`config.mk`:
```
export PLATFORM = sky130hd
export DESIGN_NAME = wb_select_queue
export DESIGN_NICKNAME = d
export VERILOG_FILES = /design/src/rtl/wb_select_queue.sv
export SDC_FILE = /design/constraint.sdc
export NUM_CORES = 1
export LEC_CHECK = 0
export ABC_CLOCK_PERIOD_IN_PS = 4450
export BUFFER_PORTS_ARGS = -buffer_cell sky130_fd_sc_hd__buf_2
export CAP_MARGIN = 25
export CORE_UTILIZATION = 51
export DETAILED_ROUTE_END_ITERATION = 8
export PLACE_DENSITY_LB_ADDON = 0.12
export SYNTH_ARGS = -nofsm -noshare
export SYNTH_HDL_FRONTEND = slang
export SYNTH_SLANG_ARGS = --single-unit
```
`constraint.sdc`:
```
create_clock -name clk -period 4.45 [get_ports clk]
set_clock_uncertainty 0.15 [all_clocks]
set_input_delay 0.445 -clock clk [delete_from_list [all_inputs] [get_ports clk]]
set_output_delay 0.445 -clock clk [all_outputs]
set_load 0.03 [all_outputs]
```
`src/rtl/wb_select_queue.sv`:
```
// ---------------------------------------------------------------------------
// wb_select_queue
//
// Writeback-data selector for the register-file write port. On each accepted
// request it picks one of NUM_SRC source buses or the constant CONST_VAL. It
// then queues the selected data, together with the destination register
// number, into a DEPTH-entry FIFO. This lets the control FSM keep issuing
// writebacks while the register-file port stalls.
//
// Ports
//   clk        rising-edge clock
//   reset      asynchronous reset, active low
//   src_data   flattened sources, source k = [k*DATA_W +: DATA_W]
//   sel        source select (NUM_SRC selects CONST_VAL, above that is an error)
//   dest_in    destination register number (0 = $zero, data forced to 0)
//   in_valid   enqueue request
//   in_ready   queue can accept this cycle
//   out_data   head-entry data
//   out_dest   head-entry destination register
//   out_valid  head entry valid
//   out_ready  consumer takes the head this cycle
//   sel_err    sticky flag: an out-of-range sel was accepted
//   err_clr    synchronous clear of sel_err (wins over a same-cycle set)
//   out_par    even parity of the head data, 0 when empty
//
// Build option
//   WB_SELECT_PARITY_EN  when defined, each entry stores a parity bit that is
//                        computed at accept time. When undefined, out_par is
//                        tied to 0.
// ---------------------------------------------------------------------------
module wb_select_queue #(
  parameter int                DATA_W    = 32,
  parameter int                NUM_SRC   = 6,
  parameter int                SEL_W     = 3,
  parameter logic [DATA_W-1:0] CONST_VAL = DATA_W'(227),
  parameter int                DEPTH     = 2
) (
  input  logic                      clk,
  input  logic                      reset,
  input  logic [NUM_SRC*DATA_W-1:0] src_data,
  input  logic [SEL_W-1:0]          sel,
  input  logic [4:0]                dest_in,
  input  logic                      in_valid,
  output logic                      in_ready,
  output logic [DATA_W-1:0]         out_data,
  output logic [4:0]                out_dest,
  output logic                      out_valid,
  input  logic                      out_ready,
  output logic                      sel_err,
  input  logic                      err_clr,
  output logic                      out_par
);

  localparam int PTR_W = $clog2(DEPTH);
  localparam int CNT_W = PTR_W + 1;

  logic [DATA_W-1:0] data_q [DEPTH];
  logic [4:0]        dest_q [DEPTH];
  logic [PTR_W-1:0]  wr_ptr;
  logic [PTR_W-1:0]  rd_ptr;
  logic [CNT_W-1:0]  count;
  // in_ready must read 0 while reset is held. count alone would already
  // report "not full" at that point, so this flag is needed as well.
  logic              run_q;

  logic              accept;
  logic              pop;
  logic              sel_bad;
  logic [DATA_W-1:0] sel_data;
  logic [DATA_W-1:0] wr_data;

  assign in_ready  = run_q && (count != CNT_W'(DEPTH));
  assign out_valid = (count != '0);
  assign accept    = in_valid && in_ready;
  assign pop       = out_valid && out_ready;
  assign sel_bad   = (sel > SEL_W'(NUM_SRC));

  // Source mux. Out-of-range selects fall through to the zero default.
  // NOTE: every signal written in always_comb gets a default first, so no
  // path leaves it unassigned and no latch is inferred.
  always_comb begin
    sel_data = '0;
    if (sel == SEL_W'(NUM_SRC)) begin
      sel_data = CONST_VAL;
    end else begin
      for (int k = 0; k < NUM_SRC; k++) begin
        if (sel == SEL_W'(k)) sel_data = src_data[k*DATA_W +: DATA_W];
      end
    end
  end

  // Writes to $zero always carry zero data.
  assign wr_data = (dest_in == 5'd0) ? '0 : sel_data;

  // NOTE: queue storage is reset along with the control state, because the
  // head must read back as zero while reset is asserted. Sequential state
  // uses non-blocking assignments only, so every flop samples values from
  // before the edge.
  always_ff @(posedge clk or negedge reset) begin
    if (!reset) begin
      run_q   <= 1'b0;
      wr_ptr  <= '0;
      rd_ptr  <= '0;
      count   <= '0;
      sel_err <= 1'b0;
      for (int i = 0; i < DEPTH; i++) begin
        data_q[i] <= '0;
        dest_q[i] <= '0;
      end
    end else begin
      run_q <= 1'b1;
      if (accept) begin
        data_q[wr_ptr] <= wr_data;
        dest_q[wr_ptr] <= dest_in;
        wr_ptr         <= wr_ptr + PTR_W'(1);
      end
      if (pop) rd_ptr <= rd_ptr + PTR_W'(1);
      case ({accept, pop})
        2'b10:   count <= count + CNT_W'(1);
        2'b01:   count <= count - CNT_W'(1);
        default: count <= count;
      endcase
      if (err_clr)               sel_err <= 1'b0;
      else if (accept && sel_bad) sel_err <= 1'b1;
    end
  end

  assign out_data = data_q[rd_ptr];
  assign out_dest = dest_q[rd_ptr];

`ifdef WB_SELECT_PARITY_EN
  logic par_q [DEPTH];

  always_ff @(posedge clk or negedge reset) begin
    if (!reset) begin
      for (int i = 0; i < DEPTH; i++) par_q[i] <= 1'b0;
    end else if (accept) begin
      // Parity covers the data actually stored, so it always matches out_data.
      par_q[wr_ptr] <= ^wr_data;
    end
  end

  assign out_par = out_valid && par_q[rd_ptr];
`else
  assign out_par = 1'b0;
`endif

endmodule

```
==> metrics.cfg, run 1 <==
[status]
run_status = finished clean

[sta]
finalHoldViolCount = 0
tightest_slew_ns = 1.013
fin_crit_ns = 2.585
setup_violations = 0
relSlewSlack = 0.3247
rsz0062_at_grt = false
fmax_mhz = 386.9
slew_viol_final = 0
setup_tns_ns = 0
post-route-period-util = 0.5809

[grt]
grt_pass1_vias = 4399
grt_pass1_wl_um = 21380
track_usage = 0.2706
antenna_found_initial = 0
grt_max_degree = 81
overflow = 0

[synthesis]
yosysMostFrequentCell = dfrtp_1
synth_xor_area_frac = 0.008648
synth_top_family_by_area = multiplexers
synth_nets = 681
netlist_area_um2 = 5064
synthCells = 475
yosys.area.top_type_share = 0.3954
ys_ff_latch = 80
avgSynthCellArea_um2 = 10.66
yosysSeqAreaShare = 0.3954
synth-adder-area-share = 0.002471
synthArstFlopShare = 1.000
synthDistinctLibCells = 44
synth-compound-area-share = 0.2189
synth_edf_count = 0
synthMuxAreaShare = 0.2318
yosys_most_used_dff = dfrtp_1
yosys-top-cells-count = dfrtp_1, mux2_2, nand2_1, o21ai_1, mux2i_1
synth_area_leader_cell = dfrtp_1
yosys.area_share.simple = 0.08895
yosys_warnings = 0
synth.area.top_cells = dfrtp_1, mux2_2, mux2i_1, a221oi_2, nand2_1

[critical_path]
rrSetupSlack_ns = 2.39
cp.arrival_ns = 1.99
cp-end-kind = output port
crit_chain = mux2_2 -> buf_2
reg2reg_to = data_q[40]$_DFFE_PN0P_
crit_end = out_data[3]
path_class = register to output port
r2r_cells = 4
path_max_fanout = 38
slowest_delay_ns = 1.01
critPathBufInv = 1
slowest_stage = dfrtp_2
cp_top_family = flip-flops
cp_data_required_time_ns = 3.86
crit_path_start_kind = register
worstReg2RegStart = count[0]$_DFFE_PN0P_
cp-startpoint = rd_ptr$_DFFE_PN0P_
crit_cells = 2

[routing]
vias_per_cell = 5.580
ant_nets = 0
wl_per_cell_um = 16.78
drc = 0
totalWireLength_um = 14030
via_count = 4665
drt-initial-drc-count = 146
first_pass_iters = 4

[finish]
fin_area_um2 = 6492
syn2layout_area_growth_pct = 28.22
fin_util = 0.6704
n_fill_cell = 790
antenna_cells = 0
final_layout_size_suffix_gt1_frac = 0.5320
finish.net_count = 904

[worst_hold_path]
worstHoldStart = err_clr
hold_class = input port to register

[clocking]
clockBufferDepth = 2
cts_setup_buffers = 0
clock-sinks = 80
cts_tree = done
htree_num_levels = 3
cts_inserted_buffers = 9
path_clk_slew_ns = 0.09
insertion_delay_ns = 0.34
clock-root-buffer = clkbuf_8

[power_and_ir_drop]
leakagePower_nw = 3.166
power_density_nw_per_um2 = 546.0
finalPower_mw = 3.545
ir_worst_vdd_mv = 0.2398

[die]
die-width_um = 101.6
design.core.area_um2 = 9684
ios = 246
rows = 36
die_area_um2 = 10330
die_h_um = 101.6
initial_core_util = 0.5229

[placed_design]
place.gp.congestion = 0.9085
dpl-instance-area_um2 = 6256
io_buffers = 244
dpl.hpwl_um = 10370

[flow_run]
max-cap-violations = 0

[final cells by class]
cell class / count / area (um2) / area share
clock inverter: 5 / 57.56 / 0.008865
timing repair buffer: 251 / 1309 / 0.2016
inverter: 3 / 13.76 / 0.002120
clock buffer: 11 / 141.4 / 0.02178
tap: 133 / 166.4 / 0.02563
multi-input combinational: 353 / 2801 / 0.4315
sequential: 80 / 2003 / 0.3085
[logic make-up after synthesis]
family / count (synthesis)
adder cells (fa/ha/maj): 1
AO/OA/AOI/OAI: 139
buffers and inverters: 42
other: 2
AND/OR/NAND/NOR: 98
flip-flops: 80
XOR/XNOR: 5
multiplexers: 108
[worst min-delay path by stage]
stage	end	slack (ns)	cells after the start
4_1_cts	sel_err$_DFFE_PN0P_	0.10	2
3_5_place_dp	data_q[30]$_DFFE_PN0P_	0.31	2
5_1_grt	sel_err$_DFFE_PN0P_	0.12	2
2_1_floorplan	count[0]$_DFFE_PN0P_	-0.0006	0
3_3_place_gp	data_q[9]$_DFFE_PN0P_	0.31	2
6_report	sel_err$_DFFE_PN0P_	0.12	2
[cells in the final DEF, fill, tap and decap left out, types with 9 or more instances in the layout]
master       n
buf_2      242
dfrtp_1     79
mux2_2      74
nand2_1     70
o21ai_1     43
mux2i_1     34
o2bb2ai_1   25
a221oi_2    20
o21ai_0     16
o31ai_1     10
clkbuf_8    10
nor2_1       9
[what timing repair did]
item	CTS	global route
hold buffers	0	1
hold endpoints to repair	0	3
endpoints found under the setup margin	0	0
gates resized for setup	0	0
[registers in the layout, indices dropped and copies added, names as in the netlist]
register  cells
dest_q       10
data_q       64
wr_ptr        1
count         2
sel_err       1
rd_ptr        1
run_q         1
[power breakdown]
group | internal [mW] | total [mW] | switching, mW
combinational | 0.700 | 1.72 | 1.02
clock | 0.274 | 0.529 | 0.255
sequential | 1.06 | 1.30 | 0.240
total | 2.03 | 3.54 | 1.51
[through the flow]
stage          hold slack (ns)  std cells  setup slack [ns]
2_1_floorplan       -0.0005911        475             2.520
3_3_place_gp            0.3073        817             1.823
3_5_place_dp            0.3144        818             1.887
4_1_cts                 0.1005        834             1.838
5_1_grt                 0.1228        836             1.786
6_report                0.1195        836             1.865
[per-layer routing]
layer,track usage,wire [um],vias to the layer above
li1,-,-,2231
met3,0.04900,949,21
met5,0,0,-
met2,0.4595,6940,205
met1,0.3449,5894,2208
met4,0.09922,241,0
[worst reg2reg max path: cells and delay by family, from the launching register on]
family	cells	cell delay [ns]
AND/OR/NAND/NOR	3	0.94
flip-flops	1	0.43
AO/OA/AOI/OAI	1	0.42
(Power assumes the default switching activity.)
==> run 2: changes to the inputs <==
--- a/config.mk
+++ b/config.mk
@@ -5,10 +5,11 @@
 export SDC_FILE = /design/constraint.sdc
 export NUM_CORES = 1
 export LEC_CHECK = 0
-export ABC_CLOCK_PERIOD_IN_PS = 4450
+export ABC_AREA = 1
+export ABC_CLOCK_PERIOD_IN_PS = 2300
 export BUFFER_PORTS_ARGS = -buffer_cell sky130_fd_sc_hd__buf_2
 export CAP_MARGIN = 25
-export CORE_UTILIZATION = 51
+export CORE_UTILIZATION = 43
 export DETAILED_ROUTE_END_ITERATION = 8
 export PLACE_DENSITY_LB_ADDON = 0.12
 export SYNTH_ARGS = -nofsm -noshare
==> constraint.sdc (replaced) <==
create_clock -name clk -period 2.3 [get_ports clk]
set_clock_uncertainty 0.15 [all_clocks]
set_input_delay 0.23 -clock clk [delete_from_list [all_inputs] [get_ports clk]]
set_output_delay 0.23 -clock clk [all_outputs]
set_load 0.03 [all_outputs]
==> metrics.cfg, run 2 <==
[status]
run_status = finished clean  ; unchanged

[synthesis]
yosys.area.top_type_share = 0.3745  ; was 0.3954
yosys_warnings = 0  ; unchanged
netlist_area_um2 = 5345  ; was 5064 um2
synth_area_leader_cell = dfrtp_1  ; unchanged
ys_ff_latch = 80  ; unchanged
synthArstFlopShare = 1.000  ; unchanged
yosysSeqAreaShare = 0.3745  ; was 0.3954
synth_nets = 1065  ; was 681
yosys_most_used_dff = dfrtp_1  ; unchanged
synth_edf_count = 0  ; unchanged
avgSynthCellArea_um2 = 6.222  ; was 10.66 um2
synthCells = 859  ; was 475
synthDistinctLibCells = 28  ; was 44
synth.area.top_cells = dfrtp_1, nand2_1, nand3_1, nor2_1, inv_1  ; was dfrtp_1, mux2_2, mux2i_1, a221oi_2, nand2_1
yosysMostFrequentCell = nand2_1  ; was dfrtp_1
yosys-top-cells-count = nand2_1, nor2_1, nand3_1, dfrtp_1, inv_1  ; was dfrtp_1, mux2_2, nand2_1, o21ai_1, mux2i_1

[clocking]
path_clk_slew_ns = 0.06  ; was 0.09 ns
htree_num_levels = 3  ; unchanged
clock-sinks = 80  ; unchanged
clockBufferDepth = 2  ; unchanged
cts_inserted_buffers = 9  ; unchanged
clock-root-buffer = clkbuf_16  ; was clkbuf_8
cts_setup_buffers = 0  ; unchanged
cts_tree = done  ; unchanged
insertion_delay_ns = 0.33  ; was 0.34 ns

[grt]
grt_use_met2 = 0.4813  ; was 0.4595
overflow = 0  ; unchanged
top_usage_layer = met2  ; unchanged
use_met1 = 0.3914  ; was 0.3449
grt_pass1_wl_um = 28660  ; was 21,380 um
track_usage = 0.2899  ; was 0.2706
antenna_found_initial = 1  ; was 0
met3_usage = 0.04410  ; was 0.04900
grt_max_degree = 47  ; was 81
grt_pass1_vias = 5537  ; was 4,399

[critical_path]
slowest_stage = dlygate4sd3_1  ; was dfrtp_2
cp.arrival_ns = 2.09  ; was 1.99 ns
path_max_fanout = 26  ; was 38
cp-end-kind = register  ; was output port
crit_chain = dlygate4sd3_1 -> buf_2 -> nor2_1 -> nand3_1 -> nand2_2 -> nor2_1 -> nand3_1 -> nand2_1  ; was mux2_2 -> buf_2
crit_path_start_kind = input port  ; was register
cp_data_required_time_ns = 2.38  ; was 3.86 ns
slowest_delay_ns = 0.55  ; was 1.01 ns
path_class = input port to register  ; was register to output port

[finish]
reg.largest.list = data_q (64), dest_q (10), count (2)  ; unchanged
largest_reg_flops = 64  ; unchanged
n_fill_cell = 1293  ; was 790
finish.net_count = 1300  ; was 904
final_layout_size_suffix_gt1_frac = 0.2702  ; was 0.5320
antenna_cells = 0  ; unchanged
syn2layout_area_growth_pct = 32.94  ; was 28.22%
fin_area_um2 = 7106  ; was 6492 um2
mostFrequentLayoutCells = nand2_1, buf_2, nor2_1, nand3_1, dfrtp_1  ; was buf_2, dfrtp_1, mux2_2, nand2_1, o21ai_1
fin_util = 0.5891  ; was 0.6704
regMostFlops = data_q  ; unchanged
layout_commonest_cell = nand2_1  ; was buf_2

[sta]
hold_ws_ns = 0.05903  ; was 0.1195 ns
tightest_slew_ns = 0.7726  ; was 1.013 ns
post-route-period-util = 0.8740
setup_violations = 0  ; unchanged
relSlewSlack = 0.4842  ; was 0.3247
finalHoldViolCount = 0  ; unchanged
rsz0062_at_grt = false  ; unchanged
setup_tns_ns = 0  ; unchanged
fin_crit_ns = 2.010
slew_viol_final = 0  ; unchanged
fmax_mhz = 497.5

[die]
die_area_um2 = 12880  ; was 10,330 um2
die-width_um = 113.5  ; was 101.6 um
initial_core_util = 0.4432  ; was 0.5229
ios = 246  ; unchanged
rows = 40  ; was 36
die_h_um = 113.5  ; was 101.6 um
design.core.area_um2 = 12060  ; was 9684 um2

[routing]
drc = 0  ; unchanged
drt-initial-drc-count = 508  ; was 146
first_pass_iters = 5  ; was 4
vias_per_cell = 4.881  ; was 5.580
via_count = 6184  ; was 4,665
ant_nets = 0  ; unchanged
totalWireLength_um = 18540  ; was 14,030 um
wl_per_cell_um = 14.63  ; was 16.78 um

[power_and_ir_drop]
ir_worst_vdd_mv = 0.4879  ; was 0.2398 mV
finalPower_mw = 7.283  ; was 3.545 mW
leakagePower_nw = 4.244  ; was 3.166 nW
power_density_nw_per_um2 = 1025  ; was 546.0 nW/um2

[placed_design]
dpl.hpwl_um = 13280  ; was 10,370 um
place.gp.congestion = 0.8478  ; was 0.9085
io_buffers = 244  ; unchanged
dpl-instance-area_um2 = 6714  ; was 6256 um2

[worst_hold_path]
hold_class = input port to register  ; unchanged

[flow_run]
max-cap-violations = 0  ; unchanged

-- run 2: cell count changes after synthesis, sizes merged, moves of 34 or more --
cell / before / now
mux2: 74 / 0
inv: 3 / 87
mux2i: 34 / 0
nand2: 70 / 333
nor2: 10 / 122
nand3: 1 / 102
-- run 2: critical path, delay by kind of cell --
kind / cells / cell delay (ns)
AND/OR/NAND/NOR: 6 / 1.15
buffers and inverters: 2 / 0.69
-- run 2: layout make-up --
class / count / area, um2 / share of cell area
inverter: 88 / 330.3 / 0.04649
clock buffer: 9 / 225.2 / 0.03170
tap: 168 / 210.2 / 0.02958
multi-input combinational: 644 / 2760 / 0.3884
clock inverter: 7 / 96.34 / 0.01356
timing repair buffer: 271 / 1481 / 0.2085
sequential: 80 / 2002 / 0.2817
-- run 2: report_power, final --
group	total, mW	leakage (nW)	internal [mW]	switching (mW)
logic	3.39	3.06	1.05	2.34
registers	2.35	1.02	2.02	0.324
clock network	1.54	0.159	0.952	0.590
total	7.28	4.24	4.03	3.26
-- run 2: stage by stage --
step / cells / worst slack (ns)
global route: 1267 / 0.1727
CTS: 1267 / 0.2981
global placement: 1244 / 0.4674
floorplan: 859 / 0.4694
finish: 1267 / 0.2899
detailed placement: 1244 / 0.4587
-- run 2: kinds of logic (layout without fill, tap and decap cells) --
group | Yosys count | count (layout) | synth area share
fa+ha+maj | 1 | 1 | 0.002340
xor+xnor | 3 | 3 | 0.004917
buf+inv | 135 | 375 | 0.1091
other cells | 2 | 2 | 0.001405
simple gates | 567 | 567 | 0.4384
flops | 80 | 80 | 0.3745
compound gates | 71 | 71 | 0.06929
-- run 2: what timing repair did --
item                                   4_1_cts  5_1_grt
resized for setup                            0        0
hold buffers                                 7        0
endpoints found under the hold margin       54        0
-- run 2: worst paths after layout --
check                                      start                endpoint  slack [ns]  cells past startpoint
hold / removal                         out_ready      rd_ptr$_DFFE_PN0P_        0.06                      3
min in group asynchronous                  reset  data_q[25]$_DFFE_PN0P_        0.31                      2
setup reg to reg            count[0]$_DFFE_PN0P_  data_q[30]$_DFFE_PN0P_        0.52                      7
setup / recovery                      dest_in[3]  data_q[55]$_DFFE_PN0P_        0.29                      8
max in group asynchronous                  reset  data_q[38]$_DFFE_PN0P_        1.10                      3
hold reg to reg            dest_q[3]$_DFFE_PN0P_   dest_q[3]$_DFFE_PN0P_        0.32                      2
-- run 2: per-layer routing --
layer | vias up | share of wire
li1 | 3124 | -
met1 | 2795 | 0.44
met2 | 245 | 0.48
met3 | 20 | 0.066
met4 | 0 | 0.017
met5 | - | 0
